--- config.mk ---
export PLATFORM = sky130hd
export DESIGN_NAME = fu_alu_pipe
export DESIGN_NICKNAME = d
export VERILOG_FILES = /design/src/rtl/fu_alu_pipe_pkg.sv /design/src/rtl/fu_alu_pipe_alu_core.sv /design/src/rtl/fu_alu_pipe.sv
export SDC_FILE = /design/constraint.sdc
export NUM_CORES = 1
export LEC_CHECK = 0
export ABC_AREA = 1
export ABC_CLOCK_PERIOD_IN_PS = 2990
export CORE_MARGIN = 2
export CORE_UTILIZATION = 40
export CTS_CLUSTER_SIZE = 40
export DETAILED_ROUTE_END_ITERATION = 10
export PLACE_DENSITY_LB_ADDON = 0.08
export SYNTH_ARGS = -nofsm -noshare
export SYNTH_HDL_FRONTEND = slang
export SYNTH_SLANG_ARGS = --single-unit
--- constraint.sdc ---
create_clock -name i_clk -period 2.99 [get_ports i_clk]
set_clock_uncertainty 0.2 [all_clocks]
set_input_delay 0.299 -clock i_clk [delete_from_list [all_inputs] [get_ports i_clk]]
set_output_delay 0.299 -clock i_clk [all_outputs]
set_load 0.01 [all_outputs]
--- src/rtl/fu_alu_pipe_pkg.sv ---
// Shared types for the pipelined integer ALU functional unit: RS/CDB payloads,
// decoded-op encoding, ALU opcode constants and the ROB age test.
package fu_alu_pipe_pkg;

  localparam int ALU_XLEN      = 32;
  localparam int ALU_ROB_DEPTH = 16;
  localparam int ALU_TAG_W     = $clog2(ALU_ROB_DEPTH);
  localparam int ALU_PREG_W    = 7;

  localparam logic [6:0] OPC_ALU_IMM = 7'b0010011;
  localparam logic [6:0] OPC_ALU_REG = 7'b0110011;
  localparam logic [6:0] OPC_LUI     = 7'b0110111;

  typedef enum logic [3:0] {
    OP_NONE = 4'd0,
    OP_ADD  = 4'd1,
    OP_SUB  = 4'd2,
    OP_SLL  = 4'd3,
    OP_SLT  = 4'd4,
    OP_SLTU = 4'd5,
    OP_XOR  = 4'd6,
    OP_SRL  = 4'd7,
    OP_SRA  = 4'd8,
    OP_OR   = 4'd9,
    OP_AND  = 4'd10,
    OP_LUI  = 4'd11
  } alu_op_e;

  typedef struct packed {
    logic [6:0]            opcode;
    logic [2:0]            func3;
    logic [6:0]            func7;
    logic [ALU_XLEN-1:0]   imm;
    logic [ALU_PREG_W-1:0] pd;
    logic [ALU_TAG_W-1:0]  rob_index;
  } rs_data;

  typedef struct packed {
    logic [ALU_PREG_W-1:0] p_alu;
    logic [ALU_TAG_W-1:0]  rob_fu_alu;
    logic [ALU_XLEN-1:0]   data;
  } alu_data;

  // Distances are taken modulo ROB_DEPTH by the natural wrap of TAG_W-bit subtraction.
  function automatic logic rob_younger(input logic [ALU_TAG_W-1:0] t,
                                       input logic [ALU_TAG_W-1:0] br,
                                       input logic [ALU_TAG_W-1:0] tail);
    logic [ALU_TAG_W-1:0] d_t;
    logic [ALU_TAG_W-1:0] d_tail;
    d_t    = t - br;
    d_tail = tail - br;
    return (d_t != '0) && (d_t < d_tail);
  endfunction

endpackage

--- src/rtl/fu_alu_pipe_alu_core.sv ---
// Combinational RV32I register/immediate ALU: decode plus execute.
// Unsupported encodings produce zero so the instruction still completes.
module fu_alu_pipe_alu_core
  import fu_alu_pipe_pkg::*;
#(
  parameter int XLEN = ALU_XLEN
) (
  input  logic [6:0]      i_opcode,
  input  logic [2:0]      i_func3,
  input  logic            i_alt,
  input  logic [XLEN-1:0] i_imm,
  input  logic [XLEN-1:0] i_ps1,
  input  logic [XLEN-1:0] i_ps2,
  output logic [XLEN-1:0] o_result
);

  localparam int SHW = $clog2(XLEN);

  alu_op_e         w_op;
  logic [XLEN-1:0] w_b;
  logic [SHW-1:0]  w_shamt;

  // Decode opcode/func3/func7[5] into an abstract op and pick the second operand
  always_comb begin
    w_op = OP_NONE;
    if (i_opcode == OPC_ALU_IMM) begin
      w_b = i_imm;
    end else begin
      w_b = i_ps2;
    end
    if (i_opcode == OPC_ALU_IMM || i_opcode == OPC_ALU_REG) begin
      case (i_func3)
        3'b000:  w_op = (i_opcode == OPC_ALU_REG && i_alt) ? OP_SUB : OP_ADD;
        3'b001:  w_op = OP_SLL;
        3'b010:  w_op = OP_SLT;
        3'b011:  w_op = OP_SLTU;
        3'b100:  w_op = OP_XOR;
        3'b101:  w_op = i_alt ? OP_SRA : OP_SRL;
        3'b110:  w_op = OP_OR;
        3'b111:  w_op = OP_AND;
        default: w_op = OP_NONE;
      endcase
    end else if (i_opcode == OPC_LUI) begin
      w_op = OP_LUI;
    end else begin
      w_op = OP_NONE;
    end
  end

  // Execute the decoded op; arithmetic wraps modulo 2^XLEN
  always_comb begin
    w_shamt  = w_b[SHW-1:0];
    o_result = '0;
    case (w_op)
      OP_ADD:  o_result = i_ps1 + w_b;
      OP_SUB:  o_result = i_ps1 - w_b;
      OP_SLL:  o_result = i_ps1 << w_shamt;
      OP_SLT:  o_result = {{(XLEN-1){1'b0}}, ($signed(i_ps1) < $signed(w_b))};
      OP_SLTU: o_result = {{(XLEN-1){1'b0}}, (i_ps1 < w_b)};
      OP_XOR:  o_result = i_ps1 ^ w_b;
      OP_SRL:  o_result = i_ps1 >> w_shamt;
      OP_SRA:  o_result = $signed(i_ps1) >>> w_shamt;
      OP_OR:   o_result = i_ps1 | w_b;
      OP_AND:  o_result = i_ps1 & w_b;
      OP_LUI:  o_result = i_imm;
      default: o_result = '0;
    endcase
  end

endmodule

--- src/rtl/fu_alu_pipe.sv ---
// Pipelined ALU functional unit: STAGES-deep result pipe with CDB valid/ready
// backpressure (global stall) and age-based squash on branch mispredict.
module fu_alu_pipe
  import fu_alu_pipe_pkg::*;
#(
  parameter int XLEN      = ALU_XLEN,
  parameter int ROB_DEPTH = ALU_ROB_DEPTH,
  parameter int PREG_W    = ALU_PREG_W,
  parameter int STAGES    = 2
) (
  input  logic                         i_clk,
  input  logic                         i_rst_n,
  input  logic                         i_issue_valid,
  output logic                         o_issue_ready,
  input  rs_data                       i_data_in,
  input  logic [XLEN-1:0]              i_ps1_data,
  input  logic [XLEN-1:0]              i_ps2_data,
  input  logic                         i_mispredict,
  input  logic [$clog2(ROB_DEPTH)-1:0] i_mispredict_tag,
  input  logic [$clog2(ROB_DEPTH)-1:0] i_curr_rob_tag,
  output logic                         o_out_valid,
  input  logic                         i_out_ready,
  output alu_data                      o_data_out
);

  localparam int TAG_W = $clog2(ROB_DEPTH);

  logic              r_v    [STAGES];
  logic [PREG_W-1:0] r_pd   [STAGES];
  logic [TAG_W-1:0]  r_rob  [STAGES];
  logic [XLEN-1:0]   r_data [STAGES];

  logic              w_kill [STAGES];
  logic              w_adv;
  logic              w_accept;
  logic [XLEN-1:0]   w_result;

  fu_alu_pipe_alu_core #(.XLEN(XLEN)) u_core (
    .i_opcode (i_data_in.opcode),
    .i_func3  (i_data_in.func3),
    .i_alt    (i_data_in.func7[5]),
    .i_imm    (i_data_in.imm),
    .i_ps1    (i_ps1_data),
    .i_ps2    (i_ps2_data),
    .o_result (w_result)
  );

  // Per-stage squash decision for the current mispredict pulse
  always_comb begin
    for (int i = 0; i < STAGES; i++) begin
      w_kill[i] = i_mispredict && rob_younger(r_rob[i], i_mispredict_tag, i_curr_rob_tag);
    end
  end

  // Handshake: a killed head is hidden from the CDB but still occupies the slot
  always_comb begin
    w_adv         = !r_v[STAGES-1] || i_out_ready;
    o_issue_ready = w_adv && !i_mispredict;
    w_accept      = i_issue_valid && o_issue_ready;
    o_out_valid   = r_v[STAGES-1] && !w_kill[STAGES-1];
  end

  assign o_data_out = {r_pd[STAGES-1], r_rob[STAGES-1], r_data[STAGES-1]};

  // Pipeline registers: shift on advance, otherwise hold; kills clear valid either way
  always_ff @(posedge i_clk or negedge i_rst_n) begin
    if (!i_rst_n) begin
      for (int i = 0; i < STAGES; i++) begin
        r_v[i]    <= 1'b0;
        r_pd[i]   <= '0;
        r_rob[i]  <= '0;
        r_data[i] <= '0;
      end
    end else if (w_adv) begin
      r_v[0]    <= w_accept;
      r_pd[0]   <= i_data_in.pd;
      r_rob[0]  <= i_data_in.rob_index;
      r_data[0] <= w_result;
      for (int i = 1; i < STAGES; i++) begin
        r_v[i]    <= r_v[i-1] && !w_kill[i-1];
        r_pd[i]   <= r_pd[i-1];
        r_rob[i]  <= r_rob[i-1];
        r_data[i] <= r_data[i-1];
      end
    end else begin
      for (int i = 0; i < STAGES; i++) begin
        r_v[i] <= r_v[i] && !w_kill[i];
      end
    end
  end

endmodule

==> results.md, run 1 <==
- Final worst slack: -0.402 ns
- CTS max path bufs: 2
- Worst Tran Pin Value: 0.725 ns
- Post-route ant nets: 0
- Crit Path Category: in -> reg
- Leak: 0.0126 µW
- Pin count of the biggest net entering global routing: 66
- P&R area growth vs syn: 66.4%
- Critical path data arrival time: ~3.4 ns
- Vias in the first global route: between 20000 and 25000
- Gr usage total: 42.5%
- TritonCTS clock tree: built
- Worst Path Max Fanout: 6
- Hold slack final: 0.270 ns
- Avg Cell Area, Syn: 5.54 µm²
- DP HPWL: 67100 µm
- Placed cells: 3788
- Die area: 0.0377 mm²
- Crit path capture type: flip-flop
- Final hold violations: 0
- Vias: 21700
- H-tree depth: 3
- Worst min path class: reg -> reg
- Worst-skew pair later-pin latency: 0.37 ns
- CP Cell Sequence: buf_8, clkinv_8, nand2_8, nor2_4, buf_4, buf_8, nand3_1, nand2_2, ha_2, inv_1, fa_2, o21ai_4, a21boi_4, o21ai_4, nand2_1, nand2_2, o221ai_2, nor2_1, buf_4, nand4_1, nand2_1, nand2_1
- Final WL: approximately 84000 µm
- Overall power: roughly 7000 µW
- Fin nets: 3648
- RSZ-0062 raised after global routing: yes
- Failing checks: setup timing
- Core footprint: about 0.036 mm²
- First-pass GRT wire length: 123000 µm
- Starting Density: 40.7%
- Synth Flop Type: dfrtp_1
- P per Cell Area: 291 mW/mm²
- Die Ht: slightly below 200 µm
- CTS buffer count: 9
- Port Buf Inserts: approximately 180
- Critical path's slowest cell: fa_2
- RePlAce Congestion: 1.12
- Max_cap viols: 0
- Mapped Area: 0.0145 mm²
- Non-filler cells, final: between 3000 and 4000
- Synth cell types: 51
- Row count: 69
- Tcrit/Tclk final: 113%
- Antenna diodes: 0
- Initial antenna violation count: 0
- Layout cells sized above 1: 34.4%
- Root buf cell: clkbuf_16
- Clk sinks: 88
- Rel. slew slack: 51.7%
- Design area: 0.0241 mm²
- Seq cells post-synth: 88
- Worst endpoint required time: 3.03 ns
- CP peak stage delay: between 0.3 and 0.4 ns
- Post-synth ARST share: 100%
- Drt first pass iters: 6
- Vias/cell: between 5 and 6
- Gate Count Post-Synth: 2615
- Status: complete, but fails checks
- Die Width: 194 µm
- Worst IR drop on VDD: 0.617 mV
- Residual DRC: 0
- Placed Area: 0.0216 mm²
- Drt wl/cell: 21.8 µm
- Post-synth EDFFs: 0
- Grt total ovfl: 0
- Count of pins over their slew limit: 0
- Register area share after synthesis: 15.2%
- Most frequent CP cell: nand2_1
- Synth warn: 0
- Clock slew at reported path FFs: about 0.070 ns
- Io pins: between 150 and 200
- Final setup viols: 28
- Final min period: 3.39 ns
- Fmax: between 200 and 300 MHz
- Mapped Nets: 2861
- Starting DRT DRC Count: 2325
- Startpoint types: primary input
==> critical path: cells and delay by family <==
kind / cells / cell delay [ns]
adder cells (fa/ha/maj): 2 / 0.57
buffers and inverters: 6 / 0.66
AO/OA/AOI/OAI: 4 / 0.60
AND/OR/NAND/NOR: 10 / 1.27
==> Yosys cell counts, types with 4 or more instances <==
cell type    n  area, µm²
nand3_1    345       1730
buf_2       39        195
dfrtp_1     88       2200
o21a_1       6       45.0
o21ai_1     18       90.1
o21ai_0    152        761
nand4_1     30        188
or2_2        7       43.8
nand2_2     13       81.3
a21oi_1    149        746
inv_1      283       1060
ha_1       105       1310
inv_2       12       45.0
nor2_1     198        743
fa_1         4       80.1
buf_4       56        420
nor2_4       4       45.0
nor3_1      24        120
nor2_2       6       37.5
nand2_4      5       56.3
buf_6        6       67.6
xnor2_1      8       70.1
o211ai_1    23        173
clkbuf_1    56        210
nand3_2      4       40.0
nand2_1    908       3410
xor2_1       5       43.8
o22ai_1     11       68.8
a31oi_1      6       37.5
==> where the power goes <==
group	total [µW]	switching, µW	internal (µW)
clock	1160	573	589
sequential	1410	93.0	1310
combinational	4450	2450	2000
total	7020	3120	3910
==> registers in the layout, indices dropped and copies added (netlist names) <==
| register | count |
|---|---|
| o_data_out | 43 |
| r_data | 32 |
| r_rob | 4 |
| r_pd | 7 |
| r_v | 2 |
==> cells by family after synthesis <==
kind of cell | synth area share, %
compound gates | 14.7
simple gates | 45.8
flops | 15.2
buf+inv | 13.9
fa+ha+maj | 9.63
xor+xnor | 0.786
==> path summary, 6_finish.rpt <==
| kind | start | endpoint | slack [ns] | cells past startpoint |
|---|---|---|---|---|
| max in group asynchronous | i_rst_n | o_data_out[23]$_DFFE_PN0N_ | 1.59 | 3 |
| min in group asynchronous | i_rst_n | r_rob[7]$_DFFE_PN0N_ | 0.29 | 2 |
| worst min-delay path | r_data[37]$_DFFE_PN0N_ | o_data_out[5]$_DFFE_PN0N_ | 0.27 | 2 |
| worst max register to register | o_data_out[32]$_DFFE_PN0N_ | r_v[0]$_DFF_PN0_ | 0.23 | 12 |
| worst max-delay path | i_data_in[59] | r_data[40]$_DFFE_PN0N_ | -0.40 | 22 |
| worst min register to register | r_data[37]$_DFFE_PN0N_ | o_data_out[5]$_DFFE_PN0N_ | 0.27 | 2 |
==> cells in the final DEF (no fill, tap or decap), types with 10 or more instances in the layout <==
master | Yosys | routed
nand2_1 | 908 | 860
buf_4 | 56 | 713
nand3_1 | 345 | 323
inv_1 | 283 | 244
clkdlybuf4s50_1 | 0 | 162
nor2_1 | 198 | 152
dfrtp_1 | 88 | 87
a21oi_1 | 149 | 85
o21ai_0 | 152 | 85
ha_1 | 105 | 70
nand2_2 | 13 | 49
a21oi_2 | 2 | 47
inv_2 | 12 | 43
o21ai_1 | 18 | 39
nor2_2 | 6 | 39
o21ai_2 | 1 | 31
nand4_1 | 30 | 30
ha_4 | 0 | 27
nand3_2 | 4 | 26
o211ai_1 | 23 | 23
buf_6 | 6 | 23
buf_12 | 0 | 21
a21oi_4 | 0 | 19
nor2_4 | 4 | 17
o21ai_4 | 0 | 16
nand2_4 | 5 | 14
nor3_1 | 24 | 12
o22ai_1 | 11 | 11
clkbuf_16 | 0 | 11
nor3_2 | 0 | 10
==> per-stage QoR <==
stage / setup slack, ns / setup TNS (ns) / utilization [%]
global placement: -1.65 / -34.94 / 60.8
floorplan: -0.0560 / -0.146 / -
CTS: -0.230 / -3.16 / 65.1
detailed placement: -1.67 / -37.12 / 60.8
global route: -0.430 / -8.15 / 67.7
finish: -0.402 / -4.12 / 67.7
==> area by class of cell <==
class                      instances  area, µm²
tap                              461        577
sequential                        88       2200
clock inverter                     7       72.6
multi-input combinational       2071      12000
fill                            3203      11500
timing repair buffer             936       7890
clock buffer                       9        225
inverter                         296       1170
==> timing repair <==
item | CTS | global route
gates resized for setup | 267 | 210
hold buffers | 1 | 0
hold endpoints to repair | 43 | 0
gates cloned | 2 | 2
pin swaps | 55 | 84
endpoints found under the setup margin | 33 | 35
setup buffers | 32 | 30
==> routing by layer <==
metal | global-route usage [%] | up-vias | wire (µm)
li1 | - | 10000 | -
met1 | 55.1 | 10100 | 33500
met2 | 65.5 | 1325 | 35600
met3 | 6.58 | 286 | 8170
met4 | 28.0 | 0 | 6840
met5 | 0 | - | 0
(Power assumes the default switching activity.)
==> inputs of run 2 (changes only) <==
Settings changed: CORE_MARGIN 2 to 1.5, PLACE_DENSITY_LB_ADDON 0.08 to default.
==> run 2 against run 1 <==
The flow still finishes with violations (setup timing). Sequential power about the same. Cell count decreased by 0.85%. Sequential cell count stayed put. Critical path depth grew 2. Die area decreased by 1.0%. Count of clock-buffer cells in the layout is the same. Global-route usage grew 0.15 points. Worst hold slack worse by 0.0015 ns. Total power grew 1.5%. Sequential share of layout area shrank 0.066 points. Setup slack better by 0.087 ns. Critical endpoint unchanged.
==> results.md, run 2 (same netlist as run 1, synthesis figures left out) <==
- P&R area growth vs syn: 67.5% (was 66.4%)
- Critical path data arrival time: 3.37 ns (was 3.43 ns)
- Clk sinks: 88 (unchanged)
- Core footprint: 0.0356 mm² (unchanged)
- Row count: 69 (unchanged)
- Reg2Reg Launch Point: o_data_out[32]$_DFFE_PN0N_ (unchanged)
- Worst setup path endpoint: r_data[40]$_DFFE_PN0N_ (unchanged)
- Register area: 0.00220 mm² (about the same)
- Die Width: 193 µm (was 194 µm)
- Post-route ant nets: 0 (unchanged)
- Final hold violations: 0 (unchanged)
- Drt wl/cell: 22.1 µm (was 21.8 µm)
- Final setup viols: 27 (was 28)
- Most frequent cells in the layout: nand2_1 (839), buf_4 (668), nand3_1 (318) (was nand2_1 (860), buf_4 (713), nand3_1 (323))
- Final min period: 3.31 ns (was 3.39 ns)
- DP HPWL: 65700 µm (was 67100 µm)
- Die area: 0.0373 mm² (was 0.0377 mm²)
- Worst-skew pair later-pin latency: 0.38 ns (was 0.37 ns)
- H-tree depth: 3 (unchanged)
- Pin count of the biggest net entering global routing: 91 (was 66)
- Worst Tran Pin Value: 0.838 ns (was 0.725 ns)
- Worst min path class: reg -> reg (unchanged)
- Utilization after layout: 68.2% (was 67.7%)
- Rel. slew slack: 43.9% (was 51.7%)
- Gr usage total: 42.7% (was 42.5%)
- Fmax: 303 MHz (was 295 MHz)
- Pre-CTS WS: -1.52 ns (was -1.67 ns)
- Worst Path Max Fanout: 6 (unchanged)
- Crit path capture type: flip-flop (unchanged)
- P per Cell Area: 294 mW/mm² (was 291 mW/mm²)
- RSZ-0062 raised after global routing: yes (unchanged)
- TNS Setup: -3.90 ns (was -4.12 ns)
- Placed Area: 0.0212 mm² (was 0.0216 mm²)
- Port Buf Inserts: 175 (unchanged)
- Clock power share: 16.6% (about the same)
- Layout cells sized above 1: 35.4% (was 34.4%)
- Area of the multi-input gates: 0.0123 mm² (was 0.0120 mm²)
- Internal Power: 3940 µW (was 3910 µW)
- R2R depth: 12 (unchanged)
- Startpoint types: primary input (unchanged)
- Psw: 3180 µW (was 3120 µW)
- TritonCTS clock tree: built (unchanged)
- Drt first pass iters: 8 (was 6)
- Initial antenna violation count: 4 (was 0)
- Tcrit/Tclk final: 111% (was 113%)
- Io pins: 182 (unchanged)
- Worst IR drop on VDD: 0.543 mV (was 0.617 mV)
- CTS max path bufs: 2 (unchanged)
- Fillers: 3176 (was 3203)
- Grt total ovfl: 0 (unchanged)
- Final WL: 84700 µm (was 84100 µm)
- Sw frac: 44.7% (was 44.4%)
- Worst endpoint required time: 3.06 ns (was 3.03 ns)
- Sequential power share: 19.5% (was 20.0%)
- Max_cap viols: 0 (unchanged)
- Crit path from: i_data_in[59] (unchanged)
- Residual DRC: 0 (unchanged)
- First-pass GRT wire length: 122000 µm (was 123000 µm)
- Vias in the first global route: 20600 (about the same)
- Max reg flops: 43 (unchanged)
- RePlAce Congestion: 1.14 (was 1.12)
- Status: complete, but fails checks (unchanged)
- Root buf cell: clkbuf_16 (unchanged)
- R2r endpoint: r_v[0]$_DFF_PN0_ (unchanged)
- Reg-to-reg setup timing slack: 0.39 ns (was 0.23 ns)
- Commonest non-fill, non-tap cell in the layout: nand2_1 (unchanged)
- CTS buffer count: 9 (unchanged)
- Crit Path Category: in -> reg (unchanged)
- Final worst slack: -0.315 ns (was -0.402 ns)
- Failing checks: setup timing (unchanged)
- Starting DRT DRC Count: 2991 (was 2325)
- Fin nets: 3613 (was 3648)
- Vias: 21800 (was 21700)
- Count of pins over their slew limit: 0 (unchanged)
- Die Ht: 193 µm (was 194 µm)
- Vias/cell: 5.69 (was 5.61)
- Clock slew at reported path FFs: 0.08 ns (was 0.07 ns)
- Starting Density: 40.7% (unchanged)
- Design area: 0.0243 mm² (was 0.0241 mm²)
- Combinational Power Share: 63.9% (was 63.4%)
- Overall power: 7120 µW (was 7020 µW)
- Leak: 0.0126 µW (about the same)
- Min-Delay Path Depth: 2 (unchanged)
[run 2: cell types whose count changed in the layout (fill, tap and decap cells not counted), moves of 7 or more]
cell,change
buf_4,-45
inv_2,+15
nand2_4,+15
nor2_4,+10
buf_6,+9
nand2_1,-21
inv_1,-11
nor2_1,-7
a21oi_1,-7
[run 2: per-layer routing]
metal / routed length, µm / up-vias / track usage (%) / part of all wire [%]
met1: 32700 / 10000 / 54.4 / 39
met4: 6770 / 2 / 28.2 / 8.0
met2: 35800 / 1496 / 65.5 / 42
met5: 9 / - / 0 / 0.011
li1: - / 9949 / - / -
met3: 9430 / 337 / 8.28 / 11
[run 2: final cells by class]
class | instances | share of cell area (%)
multi-input cells | 2072 | 50.8
flip-flops and latches | 88 | 9.08
inverters | 296 | 4.77
well taps | 461 | 2.38
repair buffers | 900 | 31.7
clock buffers | 9 | 0.929
diodes | 2 | 0.0206
clock inverters | 7 | 0.310
[run 2: worst min-delay path by stage]
stage,start,endpoint,slack (ns)
4_1_cts,i_data_in[10],r_pd[13]$_DFFE_PN0N_,0.25
5_1_grt,i_data_in[5],r_pd[8]$_DFFE_PN0N_,0.28
3_3_place_gp,i_rst_n,r_data[36]$_DFFE_PN0N_,0.19
3_5_place_dp,i_rst_n,o_data_out[6]$_DFFE_PN0N_,0.19
2_1_floorplan,i_rst_n,o_data_out[0]$_DFFE_PN0N_,-0.20
6_report,r_data[33]$_DFFE_PN0N_,o_data_out[1]$_DFFE_PN0N_,0.27
[run 2: timing repair]
| item | in CTS | in global routing |
|---|---|---|
| gates resized for setup | 344 | 237 |
| setup buffers | 46 | 29 |
| endpoints found under the setup margin | 33 | 33 |
| pin swaps | 109 | 119 |
| endpoints found under the hold margin | 51 | 0 |
| hold buffers | 1 | 0 |
| cloned | 5 | 2 |
[run 2: critical path, cell delays in order]
cell and delay (ns):
buf_8 0.11, clkinv_8 0.04, nand2_4 0.04, nor2_4 0.17
nand2_8 0.14, buf_12 0.18, buf_12 0.15, nand2_4 0.07
nand2_4 0.05, ha_4 0.25, a21oi_4 0.21, buf_6 0.14
o21ai_4 0.06, a21boi_4 0.23, o21ai_4 0.11, buf_4 0.14
nor2_2 0.07, o221ai_1 0.11, nor2_1 0.19, buf_4 0.18
nand4_1 0.11, buf_4 0.19, nand2_2 0.05, nand2_1 0.05
[run 2: stage by stage]
| step | cells | hold slack [ns] |
|---|---|---|
| after floorplan | 2615 | -0.197 |
| after global placement | 3737 | 0.190 |
| after detailed placement | 3737 | 0.189 |
| after CTS | 3804 | 0.252 |
| after global routing | 3835 | 0.280 |
| final | 3835 | 0.269 |
[run 2: power by group through the flow]
stage          clock (µW)  sequential, µW  combinational [µW]
2_1_floorplan           0            1390                1880
3_3_place_gp            0            1400                3570
3_5_place_dp            0            1410                3630
4_1_cts              1200            1390                4040
5_1_grt              1240            1410                4830
6_report             1180            1390                4550
